<file path="src/rtl/trax_pkg.sv">
// Shared constants for the Trax move decoder: tile codes, move-word layout, ASCII codes, FSM states.
package trax_pkg;
  localparam int MOVE_W         = 22;
  localparam int FIELD_W        = 10;
  localparam int TYPE_LSB       = 20;
  localparam int COL_LSB        = 10;
  localparam int ROW_LSB        = 0;
  localparam int MAX_ROW_DEF    = 20;
  localparam int MAX_COL_DEF    = 20;
  localparam int MAX_DIGITS_DEF = 3;

  localparam logic [1:0] TILE_PLUS   = 2'b01;
  localparam logic [1:0] TILE_SLASH  = 2'b10;
  localparam logic [1:0] TILE_BSLASH = 2'b11;

  localparam logic [7:0] CH_LF       = 8'h0A;
  localparam logic [7:0] CH_CR       = 8'h0D;
  localparam logic [7:0] CH_AT       = 8'h40;
  localparam logic [7:0] CH_COL_LAST = 8'h5A;
  localparam logic [7:0] CH_DASH     = 8'h2D;
  localparam logic [7:0] CH_W        = 8'h57;
  localparam logic [7:0] CH_B        = 8'h42;
  localparam logic [7:0] CH_PLUS     = 8'h2B;
  localparam logic [7:0] CH_SLASH    = 8'h2F;
  localparam logic [7:0] CH_BSLASH   = 8'h5C;
  localparam logic [7:0] CH_ZERO     = 8'h30;
  localparam logic [7:0] CH_NINE     = 8'h39;

  typedef enum logic [2:0] {
    ST_IDLE, ST_COLOR, ST_COLOR_EOL, ST_ROW_FIRST, ST_ROW, ST_EOL, ST_SKIP
  } state_t;

  function automatic logic [MOVE_W-1:0] pack_move(input logic [1:0] tile,
                                                  input logic [FIELD_W-1:0] col,
                                                  input logic [FIELD_W-1:0] row);
    return {tile, col, row};
  endfunction
endpackage

</file>
<file path="src/rtl/trax_ascii_class.sv">
// Combinational byte classifier: digits, column letters ('@'..'Z'), tile glyphs, LF and CR.
module trax_ascii_class
  import trax_pkg::*;
(
  input  logic [7:0] ch,
  output logic       is_digit,
  output logic [3:0] digit,
  output logic       is_col,
  output logic [9:0] col,
  output logic       is_tile,
  output logic [1:0] tile,
  output logic       is_lf,
  output logic       is_cr
);
  logic [7:0] col_off;

  always_comb begin
    is_digit = (ch >= CH_ZERO) && (ch <= CH_NINE);
    digit    = ch[3:0];
    is_col   = (ch >= CH_AT) && (ch <= CH_COL_LAST);
    col_off  = ch - CH_AT;
    col      = {2'b00, col_off};
    is_lf    = (ch == CH_LF);
    is_cr    = (ch == CH_CR);
    is_tile  = 1'b1;
    case (ch)
      CH_PLUS:   tile = TILE_PLUS;
      CH_SLASH:  tile = TILE_SLASH;
      CH_BSLASH: tile = TILE_BSLASH;
      default: begin
        tile    = 2'b00;
        is_tile = 1'b0;
      end
    endcase
  end
endmodule

</file>
<file path="src/rtl/trax_move_decoder.sv">
// Trax notation line parser: colour lines and moves into a 22-bit move word.
// Optional TRAX_DEC_ERR_CNT_EN adds a saturating err_count of discarded lines.
module trax_move_decoder
  import trax_pkg::*;
#(
  parameter int MAX_ROW    = MAX_ROW_DEF,
  parameter int MAX_COL    = MAX_COL_DEF,
  parameter int MAX_DIGITS = MAX_DIGITS_DEF
) (
  input  logic        clk,
  input  logic        reset,
  input  logic        rx_valid,
  input  logic [7:0]  rx_data,
  output logic [21:0] move_out,
  output logic        end_receive,
  output logic        color,
  output logic        color_valid,
  output logic        err_pulse
`ifdef TRAX_DEC_ERR_CNT_EN
  ,
  output logic [7:0]  err_count
`endif
);
  localparam int CNT_W = $clog2(MAX_DIGITS + 1);
  localparam logic [9:0] ROW_LIM = 10'(MAX_ROW);
  localparam logic [9:0] COL_LIM = 10'(MAX_COL);
  localparam logic [CNT_W-1:0] DIG_MAX = CNT_W'(MAX_DIGITS);

  state_t state, state_nxt;
  logic [9:0]       row_acc, col_acc;
  logic [1:0]       tile_acc;
  logic [CNT_W-1:0] dig_cnt;
  logic             pend_color;

  logic       is_digit, is_col, is_tile, is_lf, is_cr;
  logic [3:0] digit;
  logic [9:0] col;
  logic [1:0] tile;

  trax_ascii_class u_cls (
    .ch(rx_data), .is_digit(is_digit), .digit(digit), .is_col(is_col), .col(col),
    .is_tile(is_tile), .tile(tile), .is_lf(is_lf), .is_cr(is_cr)
  );

  logic        active, lf_now, in_range, dig_full, is_wb;
  logic [13:0] row_mac;
  logic [9:0]  row_sat;
  logic        do_move, do_err, do_color;

  always_comb begin
    active   = rx_valid && !is_cr;
    lf_now   = active && is_lf;
    is_wb    = (rx_data == CH_W) || (rx_data == CH_B);
    dig_full = (dig_cnt == DIG_MAX);
    in_range = (row_acc < ROW_LIM) && (col_acc < COL_LIM);
    row_mac  = {4'b0, row_acc} * 14'd10 + {10'b0, digit};
    // saturating at 1023 keeps an overflowed row out of range forever
    row_sat  = (row_mac > 14'd1023) ? 10'h3FF : row_mac[9:0];
  end

  always_ff @(posedge clk) begin
    if (reset) state <= ST_IDLE;
    else       state <= state_nxt;
  end

  // an LF mid-line ends it as a discard rather than swallowing the next line
  always_comb begin
    state_nxt = state;
    if (active) begin
      case (state)
        ST_IDLE:
          if (rx_data == CH_DASH) state_nxt = ST_COLOR;
          else if (is_col)        state_nxt = ST_ROW_FIRST;
          else if (!is_lf)        state_nxt = ST_SKIP;
        ST_COLOR:     state_nxt = is_wb ? ST_COLOR_EOL : (is_lf ? ST_IDLE : ST_SKIP);
        ST_COLOR_EOL: state_nxt = is_lf ? ST_IDLE : ST_SKIP;
        ST_ROW_FIRST: state_nxt = is_digit ? ST_ROW : (is_lf ? ST_IDLE : ST_SKIP);
        ST_ROW:
          if (is_digit && !dig_full) state_nxt = ST_ROW;
          else if (is_tile)          state_nxt = ST_EOL;
          else if (is_lf)            state_nxt = ST_IDLE;
          else                       state_nxt = ST_SKIP;
        ST_EOL:       state_nxt = is_lf ? ST_IDLE : ST_SKIP;
        ST_SKIP:      if (is_lf) state_nxt = ST_IDLE;
        default:      state_nxt = ST_IDLE;
      endcase
    end
  end

  always_comb begin
    do_color = lf_now && (state == ST_COLOR_EOL);
    do_move  = lf_now && (state == ST_EOL) && in_range;
    do_err   = lf_now && ((state == ST_COLOR) || (state == ST_ROW_FIRST) ||
                          (state == ST_ROW)   || (state == ST_SKIP) ||
                          ((state == ST_EOL) && !in_range));
  end

  always_ff @(posedge clk) begin
    if (reset) begin
      move_out    <= '0;
      end_receive <= 1'b0;
      err_pulse   <= 1'b0;
      color       <= 1'b0;
      color_valid <= 1'b0;
      row_acc     <= '0;
      col_acc     <= '0;
      tile_acc    <= '0;
      dig_cnt     <= '0;
      pend_color  <= 1'b0;
    end else begin
      end_receive <= do_move;
      err_pulse   <= do_err;
      if (do_move) move_out <= pack_move(tile_acc, col_acc, row_acc);
      if (do_color) begin
        color       <= pend_color;
        color_valid <= 1'b1;
      end
      if (active) begin
        case (state)
          ST_IDLE:      if (is_col) col_acc <= col;
          ST_COLOR:     if (is_wb) pend_color <= (rx_data == CH_B);
          ST_ROW_FIRST: if (is_digit) begin
            row_acc <= {6'b0, digit};
            dig_cnt <= CNT_W'(1);
          end
          ST_ROW:
            if (is_digit && !dig_full) begin
              row_acc <= row_sat;
              dig_cnt <= dig_cnt + 1'b1;
            end else if (is_tile) begin
              tile_acc <= tile;
            end
          default: ;
        endcase
      end
    end
  end

`ifdef TRAX_DEC_ERR_CNT_EN
  always_ff @(posedge clk) begin
    if (reset)                          err_count <= '0;
    else if (do_err && err_count != 8'hFF) err_count <= err_count + 8'd1;
  end
`endif
endmodule

</file>
<file path="config.mk">
export PLATFORM = sky130hd
export DESIGN_NAME = trax_move_decoder
export DESIGN_NICKNAME = d
export VERILOG_FILES = /design/src/rtl/trax_pkg.sv /design/src/rtl/trax_ascii_class.sv /design/src/rtl/trax_move_decoder.sv
export SDC_FILE = /design/constraint.sdc
export NUM_CORES = 1
export LEC_CHECK = 0
export CORE_AREA = 2 2 96 98
export CTS_BUF_LIST = sky130_fd_sc_hd__clkbuf_8
export DETAILED_ROUTE_END_ITERATION = 6
export DIE_AREA = 0 0 98 100
export SLEW_MARGIN = 40
export SYNTH_ARGS = -nofsm -noshare
export SYNTH_HDL_FRONTEND = slang
export SYNTH_SLANG_ARGS = --single-unit
</file>
<file path="constraint.sdc">
create_clock -name clk -period 9.7 [get_ports clk]
set_clock_uncertainty 0.15 [all_clocks]
set_input_delay 1.94 -clock clk [delete_from_list [all_inputs] [get_ports clk]]
set_output_delay 1.94 -clock clk [all_outputs]
set_load 0.02 [all_outputs]
</file>
Yosys cells after proc, flatten, opt, wreduce, memory -nomap -nowiden
Index checks and enable logic that the tools add are counted.

operators by class
  mux-type cells = 19
  reductions and logical operators = 28
  order comparisons = 7
  multipliers = 1
  $add $sub $neg = 3
  eq/ne operators = 19
  bitwise gates (word level) = 1

operators with widths
  operator                                                                           number
  10-bit two-way mux                                                                 3
  3-bit two-way mux                                                                  9
  8-bit by 6-bit == test with 1-bit output (second input constant)                   3
  8-bit by 7-bit == test with 1-bit output (second input constant)                   3
  10-bit one-hot mux with 2 select lines                                             1
  3-bit one-hot mux with 6 select lines                                              1
  8-bit by 4-bit == test with 1-bit output (second input constant)                   2
  14-bit by 4-bit adder with 14-bit output                                           1
  14-bit by 10-bit > comparator with 1-bit output (second input constant)            1
  10-bit by 3-bit multiplier with 13-bit output (second input constant)              1
  1-bit logical AND                                                                  11
  10-bit by 5-bit < comparator with 1-bit output (second input constant)             1
  3-bit == test (second input constant)                                              3
  3-bit AND reduction                                                                3
  8-bit by 6-bit >= comparator with 1-bit output (second input constant)             1
  8-bit by 7-bit >= comparator with 1-bit output (second input constant)             1
  8-bit by 6-bit less-or-equal comparator with 1-bit output (second input constant)  1
  8-bit by 7-bit less-or-equal comparator with 1-bit output (second input constant)  1
  8-bit by 5-bit < comparator with 1-bit output (second input constant)              1
  4-bit AND reduction                                                                2
  8-bit by 7-bit subtractor with 8-bit output (second input constant)                1
  3-bit by 2-bit == test with 1-bit output (second input constant)                   2
  2-bit != test (second input constant)                                              3
  2-bit one-hot mux with 3 select lines                                              1
  14 further kinds                                                                   21

word-level totals
  flip-flop bits (word level) = 50
  output and inout bits = 26
  input port bits = 11

Logic depth before layout (Yosys ltp)
Gate-level depths: netlist of the first run.

  depth in word-level cells = 6
  gate-level depth with buffers = 11

By module
A second synthesis of the first run with hierarchy kept.

second synthesis, totals
  cell total of the unflattened synthesis = 371
  area total of the unflattened synthesis = 3266.9 um2

modules (own cells, without submodules)
  module             cells an instance  area each (um2)  instances
  trax_move_decoder  328                2971.6           1
  trax_ascii_class   43                 295.3            1

Worst setup path after synthesis of the first run
No wires, ideal clock.

  kind = input-to-reg
  start point = input port rx_data[2]
  end point = register row_acc[9]
  data required time = 9433 ps
  setup time = 117 ps
  setup slack = 5673 ps
  buffers on the path = 0
  cell stages on the path = 8
  arrival time = 3760 ps
  path through = ha_1 a21o_1 a21oi_1 nand4bb_4 nor4b_2 mux2i_1 or4_1 a32o_1

between the ends
  word-level cells in the longest chain between the ends = 5

RTL lines
  item                                                                                         RTL line                                           RTL
  start: declaration                                                                           trax_move_decoder.sv:13                            input logic [7:0] rx_data,
  14-bit by 4-bit adder with 14-bit output (tied with other cells)                             trax_move_decoder.sv:56                            row_mac = {4'b0, row_acc} * 14'd10 + {10'b0, digit};
  14-bit by 10-bit > comparator with 1-bit output / 1-bit logical AND (equally long branches)  trax_move_decoder.sv:58, trax_ascii_class.sv:18
  10-bit two-way mux / 1-bit logical AND (equally long branches)                               trax_move_decoder.sv:58, trax_move_decoder.sv:127
  10-bit two-way mux / 2-bit != test (equally long branches)                                   -
  10-bit one-hot mux with 2 select lines / 4-bit AND reduction (equally long branches)         -
  end signal: assignment                                                                       trax_move_decoder.sv:123                           row_acc <= {6'b0, digit};
  end signal: assignment                                                                       trax_move_decoder.sv:128                           row_acc <= row_sat;
  end: declaration                                                                             trax_move_decoder.sv:30                            logic [9:0] row_acc, col_acc;

Several ways; a longest one is shown, not always the timed one. The select of a mux whose other input is x is not followed.
A chain may end at the register's enable or synchronous reset.

Worst setup path in the final report of the first run
  start point = input port rx_data[6]
  end point = register row_acc[0]

between the ends
  word-level cells in the longest chain between the ends = 5

RTL lines
  item                                                                                                                                RTL line                  RTL
  8-bit by 6-bit >= comparator with 1-bit output / 8-bit by 6-bit less-or-equal comparator with 1-bit output (equally long branches)  trax_ascii_class.sv:18    is_digit = (ch >= CH_ZERO) && (ch <= CH_NINE);
  1-bit logical AND                                                                                                                   trax_ascii_class.sv:18
  1-bit logical AND                                                                                                                   trax_move_decoder.sv:127  if (is_digit && !dig_full) begin
  2-bit != test (no source line)                                                                                                      -
  4-bit AND reduction (no source line) (*)                                                                                            -

Every way passes the cells marked *; elsewhere a longest branch is shown, timed or not.

==> results by group, run 1 <==
Worst setup path
  – Critical path required time: 9.81 ns
  – Crit. Startpoint: rx_data[6]
  – WP data arrival: 4.73 ns
  – Crit-path max FO: 22
  – CP startpoint kind: primary input
  – Element type at the critical path end: flop
  – Worst reg2reg startpoint: row_acc[3]
  – Setup CP Type: in -> reg

STA
  – Fmax: 216 MHz
  – Final Cycle Share: 47.7%
  – Worst setup margin: 5.08 ns
  – Worst slew pin tran: 0.756 ns
  – Fin crit period: 4.62 ns
  – Max-slew headroom: 49.0%
  – Count of final hold-check violations: 0
  – Fin Setup TNS: 0 ns
  – RSZ-0062 raised after global routing: no
  – Pins over their slew limit: 0
  – Final setup viols: 0

Place
  – DP Cell Count: 481
  – Placement Setup Slack: 4.76 ns
  – Placer Congestion: 0.869
  – Placed instance area: 3420 sq um
  – Placed wire-length estimate: 5310 um
  – # port buffers: 34

GRT
  – Vias in the first global route: 2495
  – Pin count of the biggest net entering global routing: 40
  – Total gr overflow: 0
  – Initial antenna violation count: 0
  – First-pass GRT wire length: 12200 um
  – Total track usage: 15.3%

Clock network
  – Clock network latency to the later pin of the worst-skew pair: 0.31 ns
  – Clock transition at path regs: 0.10 ns
  – TritonCTS clock tree: built
  – Post-CTS Setup Bufs: 0
  – Post-cts gate resize count: 0
  – CTS root buf: clkbuf_8
  – Max Root-Sink Buffers: 2
  – Cts bufs inserted: 5
  – # H-tree levels: 2
  – Clock Sinks: 50
  – Post-CTS Hold Fix Bufs: 0

Routing
  – DRC Markers: 0
  – DRT Pass-1 Iters: 4
  – Vias per cell: 5.26
  – Initial drt markers: 118
  – Drt wl/cell: 14.6 um
  – Antenna Violating Nets Remaining: 0
  – Routed wire length: 7150 um
  – Via count: 2571

Floorplanning
  – IO Count: 37
  – Rows: 35
  – Chip height: 100 um
  – Die X: 98 um
  – Initial cell density of the core: 33.8%
  – Area of the die: 9800 sq um
  – Core Area: 8890 sq um

Final layout
  – Cell area after layout: 3520 sq um
  – Layout fillers: 893
  – Final Net Count: 413
  – Seq. cell area: 1000 sq um
  – Multi-input gate area: 1890 sq um
  – Final Non-Filler Cells: 489
  – # diodes: 0
  – Share of cells above drive strength 1: 5.29%
  – Post-route core utilization: 39.6%
  – Synthesis-to-layout area growth: 17.4%

Yosys
  – Top_reg_cell synth: dfxtp_1
  – Synth Area per Inst: 8.57 sq um
  – Yosys reg bits: 50
  – Top cells by area, synth: dfxtp_1 (33%), ha_1 (9.6%), mux2i_1 (7.3%)
  – Cell taking the most area after synthesis: dfxtp_1
  – Yosys cell types: 58
  – Post-synthesis cell count: 350
  – Sequential cell area fraction in the yosys report: 33.4%
  – Top-area cell type share of the netlist area: 33.4%
  – EDFF count, synth: 0
  – Asr flop ratio synth: 0%
  – Mapped cell area: 3000 sq um
  – Yosys warnings: 0

Pwr
  – Leakage: 0.00138 uW
  – Power Density: 108 nW/um^2
  – Max VDD drop: 82.6 uV

Worst hold path
  – Hold_sp: move_out[17]
  – Min-Delay Path Class: reg -> reg

Run status
  – Status: completed

Run
  – Max-cap viol count: 0
-- per-stage QoR --
stage	hold slack [ns]	total power [uW]
finish	0.324	381
global route	0.343	399
CTS	0.326	385
detailed placement	0.293	255
global placement	0.294	255
floorplan	0.300	243
-- where the power goes --
group	switching, uW	internal (uW)	leakage, uW
Sequential	4.07	208	0.000404
Combinational	22.9	15.7	0.000928
Clock	76.9	53.6	0.0000502
-- cell families (layout without fill, tap and decap cells) --
group	Yosys count	after routing	synth area share [%]
flip-flops	50	50	33.4
multiplexers	22	22	7.34
AND/OR/NAND/NOR	145	145	26.7
adder cells (fa/ha/maj)	25	25	10.9
XOR/XNOR	10	10	2.92
other	1	2	0.125
AO/OA/AOI/OAI	70	70	14.9
buffers and inverters	27	54	3.71
-- layer usage --
layer	routed length [um]	GRT usage, %	share of wire, %
met1	3410	20.2	48
met2	3360	25.1	47
met3	216	2.65	3.0
met4	165	5.77	2.3
met5	0	0	0
-- critical path: stages --
cell and delay (ns):
clkdlybuf4s50_1 0.53, inv_1 0.08, ha_1 0.23, and3b_1 0.19
or3b_2 0.23, o21a_1 0.21, nand3_1 0.54, nor3_1 0.51
o31ai_1 0.19, nand2_1 0.09
-- synthesized netlist by cell type (2+ instances only) --
cell      count
dfxtp_1      50
nor2_1       48
ha_1         23
mux2i_1      22
a21oi_1      20
nand2_1      18
o21ai_0      18
nand3_1      13
clkbuf_1     12
and2_1       10
inv_1         9
nor3_1        9
nand2b_1      6
nor4b_1       5
o21a_1        5
xnor2_1       5
xor2_1        5
a211oi_1      4
a21o_1        4
and3_1        4
nand4_1       4
nor3b_1       4
a221oi_1      3
nor4_1        3
or3_1         3
a31oi_1       2
and3b_1       2
buf_2         2
buf_4         2
fa_1          2
nor2b_1       2
o211ai_1      2
o31ai_1       2
or2_2         2
or3b_2        2
-- area by class of cell --
class                           instances  share of cell area (%)
Inverter                               10                    1.07
Sequential cell                        50                    28.4
Multi-Input combinational cell        274                    53.7
Clock inverter                          3                   0.817
Clock buffer                            5                    1.95
Tap cell                              111                    3.94
Timing Repair Buffer                   36                    10.1
-- flip-flops by register name (all words and copies together) (netlist names), 2 cells and up --
signal and flops:
col_acc 8, dig_cnt 2, move_out 20, row_acc 10, state 3, tile_acc 2
-- final timing paths --
check / end / slack (ns) / depth (start not counted)
max reg2reg: row_acc[9] / 6.05 / 10
min: move_out[17] / 0.32 / 1
min reg2reg: move_out[17] / 0.32 / 1
max: row_acc[0] / 5.08 / 10
-- cell usage in the layout (no fill, tap or decap), types with 5 or more instances in the layout --
master,n
xnor2_1,5
xor2_1,5
nor3_1,9
nor4b_1,5
nand2b_1,6
nor2_1,48
nand2_1,18
ha_1,23
clkdlybuf4s50_1,34
o21ai_0,18
inv_1,9
a21oi_1,20
o21a_1,5
and2_1,10
clkbuf_8,5
mux2i_1,22
dfxtp_1,50
nand3_1,13
No activity file was read; power rests on OpenSTA's default activity.
==> inputs of run 2 (changes only) <==
clock period = 4.03 ns   (was 9.7 ns; I/O delays follow)
==> results by group, run 2 (synthesis gave the netlist of run 1 again) <==
Pwr
  – Max VDD drop: 199 uV (+140%)
  – Clock power frac: 33.9% (-0.3 points)
  – Overall power: 922 uW (+140%)
  – Switching share of power: 27.2% (-0.095 points)
  – Internal: 672 uW (+140%)
  – Leakage: 0.00143 uW (+3.1%)
  – Power Density: 257 nW/um^2 (+140%)
  – Flop pwr share: 55.4% (-0.2 points)
  – Combinational share of power: 10.7% (+0.6 points)
  – Sw power: 250 uW (+140%)

Clock network
  – Post-CTS Hold Fix Bufs: 0 (unchanged)
  – CTS root buf: clkbuf_8
  – Clock Sinks: 50 (unchanged)
  – Clock network latency to the later pin of the worst-skew pair: 0.31 ns (about the same)
  – Cts bufs inserted: 5 (unchanged)
  – TritonCTS clock tree: built
  – Post-CTS Setup Bufs: 0 (unchanged)
  – Post-cts gate resize count: 0 (unchanged)
  – # H-tree levels: 2 (unchanged)
  – Max Root-Sink Buffers: 2 (unchanged)
  – Clock transition at path regs: 0.10 ns (about the same)

Routing
  – Via count: 2582 (+0.43%)
  – M1 WL: 3420 um (+0.53%)
  – DRT Pass-1 Iters: 4 (unchanged)
  – Drt wl/cell: 14.2 um (-2.5%)
  – Met2 Wirelength: 3320 um (-1.4%)
  – Antenna Violating Nets Remaining: 0 (unchanged)
  – DRC Markers: 0 (unchanged)
  – Routed wire length: 7100 um (-0.76%)
  – Routed wl met3: 227 um (+5.1%)
  – Uppermost layer routed: met4
  – Initial drt markers: 101 (-14%)
  – Vias per cell: 5.18 (-1.4%)

Worst setup path
  – Reg2reg path depth: 10 (unchanged)
  – Critical path required time: 4.09 ns (-5.72 ns)
  – CP startpoint kind: flop
  – Crit-path max FO: 5 (-77%)
  – WP data arrival: 3.68 ns (-1.05 ns)
  – Element type at the critical path end: flop
  – Setup CP Type: reg -> reg

GRT
  – Total track usage: 14.9% (-0.43 points)
  – First-pass GRT wire length: 11900 um (-2.3%)
  – Vias in the first global route: 2501 (+0.24%)
  – Total gr overflow: 0 (unchanged)
  – Initial antenna violation count: 0 (unchanged)
  – Pin count of the biggest net entering global routing: 40 (unchanged)

STA
  – Worst slew pin tran: 0.607 ns (-0.150 ns)
  – Fin crit period: 3.62 ns
  – Fin Setup TNS: 0 ns (unchanged)
  – Final setup viols: 0 (unchanged)
  – Final Cycle Share: 89.8%
  – Count of final hold-check violations: 0 (unchanged)
  – Fmax: 276 MHz
  – RSZ-0062 raised after global routing: no
  – Max-slew headroom: 59.5% (+10 points)
  – Pins over their slew limit: 0 (unchanged)
  – Worst setup margin: 0.412 ns (-4.66 ns)

Floorplanning
  – Die X: 98 um (unchanged)
  – Area of the die: 9800 sq um (unchanged)
  – Rows: 35 (unchanged)
  – Chip height: 100 um (unchanged)
  – IO Count: 37 (unchanged)
  – Initial cell density of the core: 33.8% (unchanged)
  – Core Area: 8890 sq um (unchanged)

Final layout
  – Most flop-heavy register: move_out
  – Biggest regs: move_out x20, row_acc x10, col_acc x8
  – # diodes: 0 (unchanged)
  – Share of cells above drive strength 1: 7.49% (+2.2 points)
  – Synthesis-to-layout area growth: 19.6%
  – Max reg flops: 20 (unchanged)
  – Commonest cells after routing, fill and taps aside: dfxtp_1 (50), nor2_1 (48), clkdlybuf4s50_1 (34)
  – Final Net Count: 422 (+2.2%)
  – Post-route core utilization: 40.4% (+0.76 points)
  – Cell area after layout: 3590 sq um (+1.9%)
  – Most common cell after layout, fill and taps aside: dfxtp_1
  – Layout fillers: 876 (-1.9%)

Place
  – Placed instance area: 3490 sq um (+2.0%)
  – Placement Setup Slack: 0.329 ns (-4.43 ns)
  – Placed wire-length estimate: 5400 um (+1.7%)
  – Placer Congestion: 0.863 (-0.67%)
  – # port buffers: 34 (unchanged)

Run
  – Max-cap viol count: 0 (unchanged)

Worst hold path
  – Min-Delay Path Class: reg -> reg
  – Hold depth: 1 (unchanged)

Run status
  – Status: completed
==> run 2: cell count changes in the layout (fill, tap and decap cells not counted) <==
| cell | change |
|---|---|
| buf_4 | +9 |
==> run 2: layout make-up <==
class	count	area, sq um	area share, %
clock buffer	5	68.8	1.92
clock inverter	3	28.8	0.802
inverter	10	37.5	1.05
multi-input combinational	274	1890	52.7
sequential	50	1000	27.9
tap	111	139	3.87
timing repair buffer	45	423	11.8
==> run 2: stage by stage <==
| stage | std cells | hold WS, ns |
|---|---|---|
| floorplan | 351 | 0.300 |
| global placement | 490 | 0.293 |
| detailed placement | 490 | 0.296 |
| CTS | 498 | 0.323 |
| global route | 498 | 0.353 |
| finish | 498 | 0.320 |
==> run 2: critical path: stages (launching register included) <==
cell	delay [ns]
dfxtp_1	0.47
ha_1	0.28
ha_1	0.23
inv_1	0.07
fa_1	0.46
or3b_1	0.42
nand4bb_4	0.22
nor4b_2	0.26
mux2i_1	0.18
or4_1	0.56
a32o_1	0.22
==> run 2: path summary, 6_finish.rpt <==
path | start | to | slack [ns]
worst min register to register | move_out[16] | move_out[16] | 0.32
worst min-delay path | move_out[16] | move_out[16] | 0.32
worst max register to register | row_acc[3] | row_acc[9] | 0.41
worst max-delay path | row_acc[3] | row_acc[9] | 0.41
==> run 2: power groups by stage <==
stage          sequential (uW)  clock [uW]  combinational (uW)
3_5_place_dp               521           0                98.5
3_3_place_gp               521           0                98.9
4_1_cts                    510         325                98.9
2_1_floorplan              514           0                72.0
5_1_grt                    512         346                 110
6_report                   511         313                98.8
==> run 2: routing by layer <==
layer,track usage [%],up-vias
met5,0,-
met3,2.44,10
met4,4.81,0
li1,-,1329
met1,20.2,1186
met2,24.2,57
==> inputs of run 3 (changes only) <==
GPL_TIMING_DRIVEN = 0   (was default)
HOLD_SLACK_MARGIN = 0.12   (was default)
==> results by group, run 3 (synthesis gave the netlist of run 1 again) <==
Pwr
  – Max VDD drop: 229 uV (+15%)
  – Power Density: 260 nW/um^2 (+1.1%)
  – Internal: 669 uW (-0.34%)
  – Switching share of power: 27.6% (+0.47 points)
  – Clock power frac: 34.4% (+0.5 points)
  – Flop pwr share: 54.5% (-0.9 points)
  – Combinational share of power: 11.1% (+0.4 points)
  – Sw power: 255 uW (+2.0%)
  – Leakage: 0.00140 uW (-1.9%)

Routing
  – M1 WL: 3360 um (-2.0%)
  – DRC Markers: 0 (unchanged)
  – Uppermost layer routed: met4
  – Routed wire length: 7190 um (+1.3%)
  – Via count: 2649 (+2.6%)
  – DRT Pass-1 Iters: 4 (unchanged)
  – Initial drt markers: 104 (+3.0%)
  – Routed wl met3: 258 um (+14%)
  – Met2 Wirelength: 3430 um (+3.4%)
  – Vias per cell: 5.28 (+1.8%)
  – Antenna Violating Nets Remaining: 0 (unchanged)
  – Drt wl/cell: 14.3 um (+0.46%)

GRT
  – Pin count of the biggest net entering global routing: 19 (-53%)
  – Total track usage: 15.3% (+0.46 points)
  – Vias in the first global route: 2659 (+6.3%)
  – Initial antenna violation count: 0 (unchanged)
  – Total gr overflow: 0 (unchanged)
  – First-pass GRT wire length: 12400 um (+4.1%)

Clock network
  – TritonCTS clock tree: built
  – Clock network latency to the later pin of the worst-skew pair: 0.31 ns (about the same)
  – Cts bufs inserted: 5 (unchanged)
  – Post-CTS Hold Fix Bufs: 0 (unchanged)
  – Max Root-Sink Buffers: 2 (unchanged)
  – CTS root buf: clkbuf_8
  – Clock transition at path regs: 0.10 ns (about the same)
  – Post-CTS Setup Bufs: 0 (unchanged)
  – Post-cts gate resize count: 0 (unchanged)
  – # H-tree levels: 2 (unchanged)
  – Clock Sinks: 50 (unchanged)

Run
  – Max-cap viol count: 0 (unchanged)

STA
  – Worst slew pin tran: 0.791 ns (+0.184 ns)
  – RSZ-0062 raised after global routing: no
  – Fmax: 275 MHz (-0.51%)
  – Fin Setup TNS: 0 ns (unchanged)
  – Fin crit period: 3.64 ns (+0.0186 ns)
  – Pins over their slew limit: 0 (unchanged)
  – Count of final hold-check violations: 0 (unchanged)
  – Hold WS: 0.319 ns (-0.00103 ns)
  – Final Cycle Share: 90.2% (+0.46 points)
  – Final setup viols: 0 (unchanged)
  – Max-slew headroom: 46.7% (-13 points)

Worst setup path
  – Setup CP Type: reg -> reg
  – CP startpoint kind: flop
  – WP data arrival: 3.70 ns (+0.02 ns)
  – Crit-path cells: ha_1, ha_1, inv_1, fa_1, xor2_1, or3b_1, nand4bb_4, nor4b_2, mux2i_1, or4_1, a32o_1
  – Element type at the critical path end: flop
  – CP bufs+invs: 1 (unchanged)
  – Slowest CP cell: or4_1
  – Crit-path max FO: 5 (unchanged)
  – Critical Path Most Common Cell: ha_1
  – Critical path required time: 4.09 ns (about the same)
  – CP peak stage delay: 0.55 ns (about the same)
  – CP delay by family, top: simple AND/OR/NAND/NOR gates

Final layout
  – Biggest regs: move_out x20, row_acc x10, col_acc x8
  – Share of cells above drive strength 1: 5.63% (-1.9 points)
  – Post-route core utilization: 40.1% (-0.32 points)
  – Layout fillers: 925 (+5.6%)
  – Cell area after layout: 3560 sq um (-0.80%)
  – Synthesis-to-layout area growth: 18.7%
  – Max reg flops: 20 (unchanged)
  – Final Net Count: 426 (+0.95%)
  – Most flop-heavy register: move_out
  – # diodes: 0 (unchanged)
  – Most common cell after layout, fill and taps aside: dfxtp_1
  – Commonest cells after routing, fill and taps aside: dfxtp_1 (50), nor2_1 (48), clkdlybuf4s50_1 (32)

Place
  – Placed wire-length estimate: 5470 um (+1.3%)
  – Placed instance area: 3460 sq um (-0.82%)
  – # port buffers: 32 (-5.9%)
  – Placer Congestion: 0.820 (-5.0%)

Floorplanning
  – Chip height: 100 um (unchanged)
  – Rows: 35 (unchanged)
  – Core Area: 8890 sq um (unchanged)
  – IO Count: 37 (unchanged)
  – Die X: 98 um (unchanged)
  – Initial cell density of the core: 33.8% (unchanged)
  – Area of the die: 9800 sq um (unchanged)

Run status
  – Status: completed

Worst hold path
  – Min-Delay Path Class: reg -> reg
## run 3: power groups by stage
stage	clock network (uW)	registers, uW	logic (uW)
finish	318	504	103
global route	349	505	114
CTS	327	504	103
detailed placement	0	515	102
global placement	0	515	102
floorplan	0	514	72.0
## run 3: final timing paths
kind,startpoint,end,slack [ns],cells after the start
max,row_acc[1],row_acc[9],0.39,11
max reg2reg,row_acc[1],row_acc[9],0.39,11
min,move_out[15],move_out[15],0.32,1
min reg2reg,move_out[15],move_out[15],0.32,1
## run 3: layout make-up
type	count	area [sq um]	share of cell area, %
multi-input cells	274	1890	53.1
clock inverters	3	28.8	0.808
clock buffers	5	68.8	1.93
well taps	111	139	3.90
inverters	10	37.5	1.05
plain buffers	17	73.8	2.07
repair buffers	32	320	9.00
flip-flops and latches	50	1000	28.1
## run 3: layer usage
metal,vias up,track usage [%]
met1,1239,19.7
met3,12,2.44
li1,1337,-
met5,-,0
met4,0,5.02
met2,61,26.4
## run 3: per-stage QoR
stage	power [uW]	setup WS [ns]	cells
floorplan	586	0.659	351
global placement	617	0.263	494
detailed placement	617	0.256	494
CTS	933	0.403	502
global route	967	0.102	502
finish	925	0.393	502
